===== src/rtl/register_bank_wb.sv =====
// -----------------------------------------------------------------------------
// register_bank_wb
//
// Architectural register file and write-back scoreboard for the 20-bit
// pipelined processor. It receives the write-back stage outputs, serves two
// decode-stage read ports with same-cycle write-through bypass, and tracks
// in-flight destination writes so decode can be stalled on a read-after-write
// hazard.
//
// Ports
//   clock        system clock, all state updates on the rising edge
//   reset        synchronous, active-high; clears registers and counters
//   wb_enable    write-back strobe
//   wb_addr      write-back destination register
//   wb_data      write-back data
//   rd_addr_a    read port A index
//   rd_data_a    read port A data (combinational, bypasses wb_data)
//   rd_addr_b    read port B index
//   rd_data_b    read port B data (combinational, bypasses wb_data)
//   issue_valid  decode presents an instruction this cycle
//   issue_instr  instruction being issued
//                {opcode[19:16], dest[15:12], src1[11:8], src2[7:4], imm[3:0]}
//   issue_stall  instruction must not issue; decode holds it
//   busy_mask    bit r set while register r has an outstanding write
// -----------------------------------------------------------------------------
module register_bank_wb #(
  parameter int DATA_W = 20,
  parameter int ADDR_W = 4,
  parameter int CNT_W  = 2
) (
  input  logic                      clock,
  input  logic                      reset,

  input  logic                      wb_enable,
  input  logic [ADDR_W-1:0]         wb_addr,
  input  logic [DATA_W-1:0]         wb_data,

  input  logic [ADDR_W-1:0]         rd_addr_a,
  output logic [DATA_W-1:0]         rd_data_a,
  input  logic [ADDR_W-1:0]         rd_addr_b,
  output logic [DATA_W-1:0]         rd_data_b,

  input  logic                      issue_valid,
  input  logic [19:0]               issue_instr,
  output logic                      issue_stall,
  output logic [(1<<ADDR_W)-1:0]    busy_mask
);

  localparam int              NUM_REGS = 1 << ADDR_W;
  localparam logic [3:0]      OP_STORE = 4'b1100;
  localparam logic [CNT_W-1:0] CNT_MAX = '1;
  localparam logic [CNT_W-1:0] CNT_ONE = CNT_W'(1);

  // Fixed instruction format of the processor.
  typedef struct packed {
    logic [3:0] opcode;
    logic [3:0] dest;
    logic [3:0] src1;
    logic [3:0] src2;
    logic [3:0] imm;
  } instr_t;

  instr_t instr;
  assign instr = instr_t'(issue_instr);

  // The immediate field plays no part in hazard tracking.
  logic unused_imm;
  assign unused_imm = ^instr.imm;

  // ---------------------------------------------------------------------------
  // State
  // ---------------------------------------------------------------------------
  logic [DATA_W-1:0] regs [NUM_REGS];
  logic [CNT_W-1:0]  cnt  [NUM_REGS];

  // ---------------------------------------------------------------------------
  // Per-register write-back decode and effective pending count
  // ---------------------------------------------------------------------------
  logic [NUM_REGS-1:0] wb_hit;
  logic [NUM_REGS-1:0] dec;
  logic [NUM_REGS-1:0] inc;
  logic [CNT_W-1:0]    pend_eff [NUM_REGS];

  logic is_store;
  logic accepted;

  assign is_store = (instr.opcode == OP_STORE);

  // NOTE: every signal assigned in an always_comb gets a default before any
  // conditional logic, so no path leaves it unassigned and no latch is inferred.
  always_comb begin
    wb_hit = '0;
    dec    = '0;
    for (int r = 0; r < NUM_REGS; r++) begin
      pend_eff[r] = '0;
    end
    for (int r = 0; r < NUM_REGS; r++) begin
      wb_hit[r]   = wb_enable && (wb_addr == ADDR_W'(r));
      // A write-back to an idle register carries data only; it never counts
      // as a retirement, so neither the counter nor pend_eff can wrap below 0.
      dec[r]      = wb_hit[r] && (cnt[r] != '0);
      pend_eff[r] = cnt[r] - {{(CNT_W-1){1'b0}}, dec[r]};
    end
  end

  // ---------------------------------------------------------------------------
  // Hazard check
  //   Sources (and the dest of a store, which is read as store data) must have
  //   no write outstanding once this cycle's retirement is accounted for.
  //   A writer only waits on its dest when that counter is already saturated.
  // ---------------------------------------------------------------------------
  logic src_hazard;
  logic dest_hazard;

  always_comb begin
    src_hazard  = (pend_eff[instr.src1] != '0) || (pend_eff[instr.src2] != '0);
    dest_hazard = is_store ? (pend_eff[instr.dest] != '0)
                           : (cnt[instr.dest] == CNT_MAX);
    issue_stall = issue_valid && (src_hazard || dest_hazard);
  end

  assign accepted = issue_valid && !issue_stall;

  always_comb begin
    inc = '0;
    for (int r = 0; r < NUM_REGS; r++) begin
      inc[r] = accepted && !is_store && (instr.dest == ADDR_W'(r));
    end
  end

  // ---------------------------------------------------------------------------
  // Read ports with write-through bypass
  // ---------------------------------------------------------------------------
  always_comb begin
    rd_data_a = regs[rd_addr_a];
    rd_data_b = regs[rd_addr_b];
    if (wb_enable && (wb_addr == rd_addr_a)) rd_data_a = wb_data;
    if (wb_enable && (wb_addr == rd_addr_b)) rd_data_b = wb_data;
  end

  // busy_mask is taken straight from the counter flops, so it shows the state
  // after the last edge and deliberately ignores the current write-back.
  always_comb begin
    busy_mask = '0;
    for (int r = 0; r < NUM_REGS; r++) begin
      busy_mask[r] = (cnt[r] != '0);
    end
  end

  // ---------------------------------------------------------------------------
  // Register file
  // ---------------------------------------------------------------------------
  // NOTE: clocked state is updated with non-blocking assignments so every
  // flop samples the pre-edge values, independent of statement order.
  // NOTE: the register array is reset because software expects every
  // architectural register to read zero after reset; this keeps it in flops
  // rather than a RAM macro, which is acceptable at 16 entries.
  always_ff @(posedge clock) begin
    if (reset) begin
      for (int r = 0; r < NUM_REGS; r++) begin
        regs[r] <= '0;
      end
    end else if (wb_enable) begin
      regs[wb_addr] <= wb_data;
    end
  end

  // ---------------------------------------------------------------------------
  // In-flight write counters
  //   Simultaneous issue and retirement on the same register cancel out.
  // ---------------------------------------------------------------------------
  always_ff @(posedge clock) begin
    if (reset) begin
      for (int r = 0; r < NUM_REGS; r++) begin
        cnt[r] <= '0;
      end
    end else begin
      for (int r = 0; r < NUM_REGS; r++) begin
        if (inc[r] && !dec[r]) begin
          cnt[r] <= cnt[r] + CNT_ONE;
        end else if (dec[r] && !inc[r]) begin
          cnt[r] <= cnt[r] - CNT_ONE;
        end
      end
    end
  end

endmodule


===== config.mk =====
export PLATFORM = sky130hd
export DESIGN_NAME = register_bank_wb
export DESIGN_NICKNAME = d
export VERILOG_FILES = /design/src/rtl/register_bank_wb.sv
export SDC_FILE = /design/constraint.sdc
export NUM_CORES = 1
export LEC_CHECK = 0
export BUFFER_PORTS_ARGS = -buffer_cell sky130_fd_sc_hd__clkbuf_2
export CORE_UTILIZATION = 45
export DETAILED_ROUTE_END_ITERATION = 8
export PLACE_DENSITY = 0.65
export REMOVE_ABC_BUFFERS = 1
export SYNTH_ARGS = -nofsm -noshare
export SYNTH_HDL_FRONTEND = slang
export SYNTH_SLANG_ARGS = --single-unit

===== constraint.sdc =====
create_clock -name clock -period 8.35 [get_ports clock]
set_input_delay 1.67 -clock clock [delete_from_list [all_inputs] [get_ports clock]]
set_output_delay 1.67 -clock clock [all_outputs]
set_load 0.05 [all_outputs]

==> impl_metrics.ini <==
[global_routing]
vias_in_the_first_global_route = 13700
gr-total-overflow = 0
grt_pass1_wl_um = 89400
grt_util_all_layers_pct = 26.3
antenna_found_initial = 3
grt_max_degree = 62

[logic_synthesis]
netlist_area_sq_um = 20900
fraction_of_the_yosys_area_taken_by_sequential_cells_pct = 50.6
syn-instance-count = 1467
synthFlopType = sky130_fd_sc_hd__edfxtp_1
ys_async_sr_fraction_pct = 0
synth_area_per_cell_sq_um = 14.2
synth_warnings = 0
number_of_synthesized_register_bits = 352
yosysUniqueCellTypes = 54
synth-edff-count = 352

[worst_setup_path]
setup.worst_path.end_class = output pin
startpoint_type = input port
crit_required_ns = 6.68
worstPathMaxFanout = 23
worstPathArrival_ns = 5.20
crit_type = in -> out

[detailed_routing]
post_drt_via_cell_ratio = 6.26
detail-route-antenna-nets = 0
drc_errors = 0
drt_pre_antenna_iters = 5
initialDrtViolationCount = 1467
detail_route.wl_per_cell_um = 28.2
route.final.wire_length_um = 60900
vias_after_detailed_routing = 13500

[finish]
seqCellArea_sq_um = 10600
post_layout_nonfiller_instances = 2158
nets = 1600
final_common_cell = sky130_fd_sc_hd__edfxtp_1
fillCellCount = 3780
post_route_cells_drive_above_1_share_pct = 33.2
multi_input_area_sq_um = 9770
synth_to_final_area_change_pct = 11.8
layout.cells.most_common_list = 352 x sky130_fd_sc_hd__edfxtp_1, 308 x sky130_fd_sc_hd__and2_1, 210 x sky130_fd_sc_hd__mux4_2

[clock_tree]
clock_insertion_delay_worst_skew_ns = 0.58
clock_sinks = 352
path_clk_slew_ns = 0.06
ctsHoldBuffers = 0
post-cts-setup-buffer-count = 0
cts_tree = done
post_cts_resize_count = 0
htreeDepth = 2
cts_buffer_count = 40
cts.path.max_buffers = 3
clockRootBuffer = sky130_fd_sc_hd__clkbuf_16

[run_status]
outcome = complete, no violations

[die]
floorplan.die.width_um = 217
io_pins = 113
dieHeight_um = 217
core_sq_um = 45600
dieArea_sq_um = 47200
initial_utilization_pct = 45.8
floorplan.rows = 78

[power_and_ir_drop]
power_density_normalized_to_cell_area_nw_per_um2 = 197
p_clk_share_pct = 37.2
total_leakage_power_nw = 8.24
power_report.internal_total_mw = 3.31
power.combinational.fraction_pct = 16.8
netSwitchingPower_mw = 1.28
vdd.ir_drop.worst_uv = 131
netSwitchingFraction_pct = 27.9
seqPwrFrac_pct = 46.0

[timing]
setup_viol = 0
timing.final.crit_share_pct = 82.3
timing.clock.skew_ns = 0.0129
finalHoldViolations = 0
slew_headroom_pct = 29.1
post_route_hold_slack_ns = 0.612
grt_setup_unrepaired = no
slew_viol_final = 0
setup_total_negative_slack_ns = 0
clock.fmax_mhz = 146
timing_worst_slew_pin_value_ns = 1.05
period_minus_slack_ns = 6.87

[place]
place.gp.congestion = 0.829
hpwlAfterDp_um = 36100
io_buffers = 108
placed_cell_count = 2085

[run]
maxCapViolCount = 0

[worst_hold_path]
hold_path_class = reg -> reg
## routing by layer
| metal | vias to the layer above | global-route usage (%) | wire [um] |
|---|---|---|---|
| met5 | - | 0 | 11 |
| met2 | 624 | 44.2 | 30700 |
| li1 | 5761 | - | - |
| met1 | 6995 | 33.9 | 23500 |
| met4 | 2 | 9.51 | 1760 |
| met3 | 130 | 5.23 | 4890 |
## final timing paths
| kind | endpoint | cells past startpoint | slack (ns) | start |
|---|---|---|---|---|
| worst max-delay path | issue_stall | 12 | 1.48 | wb_addr[1] |
| worst min-delay path | cnt[9][0]$_DFFE_PP_ | 1 | 0.61 | cnt[9][0]$_DFFE_PP_ |
| worst max register to register | cnt[7][1]$_SDFFCE_PN0P_ | 12 | 4.28 | cnt[9][0]$_DFFE_PP_ |
| worst min register to register | cnt[9][0]$_DFFE_PP_ | 1 | 0.61 | cnt[9][0]$_DFFE_PP_ |
## cell type report
class	count	area share [%]
antenna	2	0.0214
clock buffer	45	4.37
clock inverter	26	0.938
inverter	29	0.466
multi-input combinational	951	41.9
sequential	352	45.3
tap	600	3.22
timing repair buffer	153	3.84
## flip-flops by register name, indices dropped and copies added (netlist names)
signal / cells
cnt: 32
regs: 320
## per-stage QoR
stage / power (mW) / worst slack [ns] / instance area, sq um / util [%]
5_1_grt: 4.72 / 1.24 / 23300 / 51.2
6_report: 4.59 / 1.48 / 23300 / 51.2
3_5_place_dp: 2.92 / 1.55 / 22100 / 48.5
4_1_cts: 4.61 / 1.55 / 23300 / 51.2
2_1_floorplan: 2.63 / 1.72 / 20300 / -
3_3_place_gp: 2.90 / 1.62 / 22100 / 48.5
## logic make-up (layout without fill, tap and decap cells)
kind of cell | after synthesis | in the layout | synth area share (%)
and+or+nand+nor | 553 | 553 | 15.6
DFF | 352 | 352 | 50.6
muxes | 263 | 263 | 25.5
buffers and inverters | 164 | 253 | 3.05
AOI/OAI and AO/OA | 76 | 76 | 2.42
xor gates and xnor gates | 42 | 42 | 1.76
adders and majority gates | 17 | 17 | 1.02
other | 0 | 2 | 0
## power groups by stage
| stage | logic (mW) | registers, mW | clock network [mW] |
|---|---|---|---|
| finish | 0.771 | 2.11 | 1.71 |
| global route | 0.809 | 2.13 | 1.78 |
| CTS | 0.773 | 2.11 | 1.72 |
| detailed placement | 0.770 | 2.15 | 0 |
| global placement | 0.763 | 2.14 | 0 |
| floorplan | 0.503 | 2.13 | 0 |
## synthesized netlist by cell type, drive strengths merged (5+ instances only)
cell type / n / area (sq um)
nor3b: 7 / 52.6
xnor2: 24 / 210
or3: 11 / 73.8
a211oi: 9 / 67.6
nand2: 45 / 169
nand3b: 8 / 60.1
and3: 23 / 144
inv: 29 / 109
nor3: 15 / 75.1
and2: 308 / 1930
nand2b: 11 / 68.8
edfxtp: 352 / 10600
o211ai: 5 / 37.5
nand3: 41 / 205
clkbuf: 105 / 394
o21ai: 25 / 140
mux2: 43 / 484
buf: 30 / 134
mux2i: 9 / 90.1
a21oi: 10 / 50.1
nor2: 35 / 131
or2: 17 / 106
ha: 17 / 213
xor2: 18 / 158
mux4: 211 / 4760
nor2b: 10 / 62.6
nand4: 10 / 62.6
## worst max-delay path, stage by stage
cell and delay [ns]:
sky130_fd_sc_hd__clkbuf_2 0.19, sky130_fd_sc_hd__nand3b_1 0.55, sky130_fd_sc_hd__nor2_2 0.21, sky130_fd_sc_hd__buf_4 0.40, sky130_fd_sc_hd__and2_1 0.24, sky130_fd_sc_hd__ha_1 0.28
sky130_fd_sc_hd__mux4_2 0.46, sky130_fd_sc_hd__and3b_1 0.21, sky130_fd_sc_hd__a211oi_1 0.24, sky130_fd_sc_hd__nor3_1 0.19, sky130_fd_sc_hd__a31oi_1 0.25, sky130_fd_sc_hd__clkbuf_2 0.31
Power figures use the tool's default switching activity.
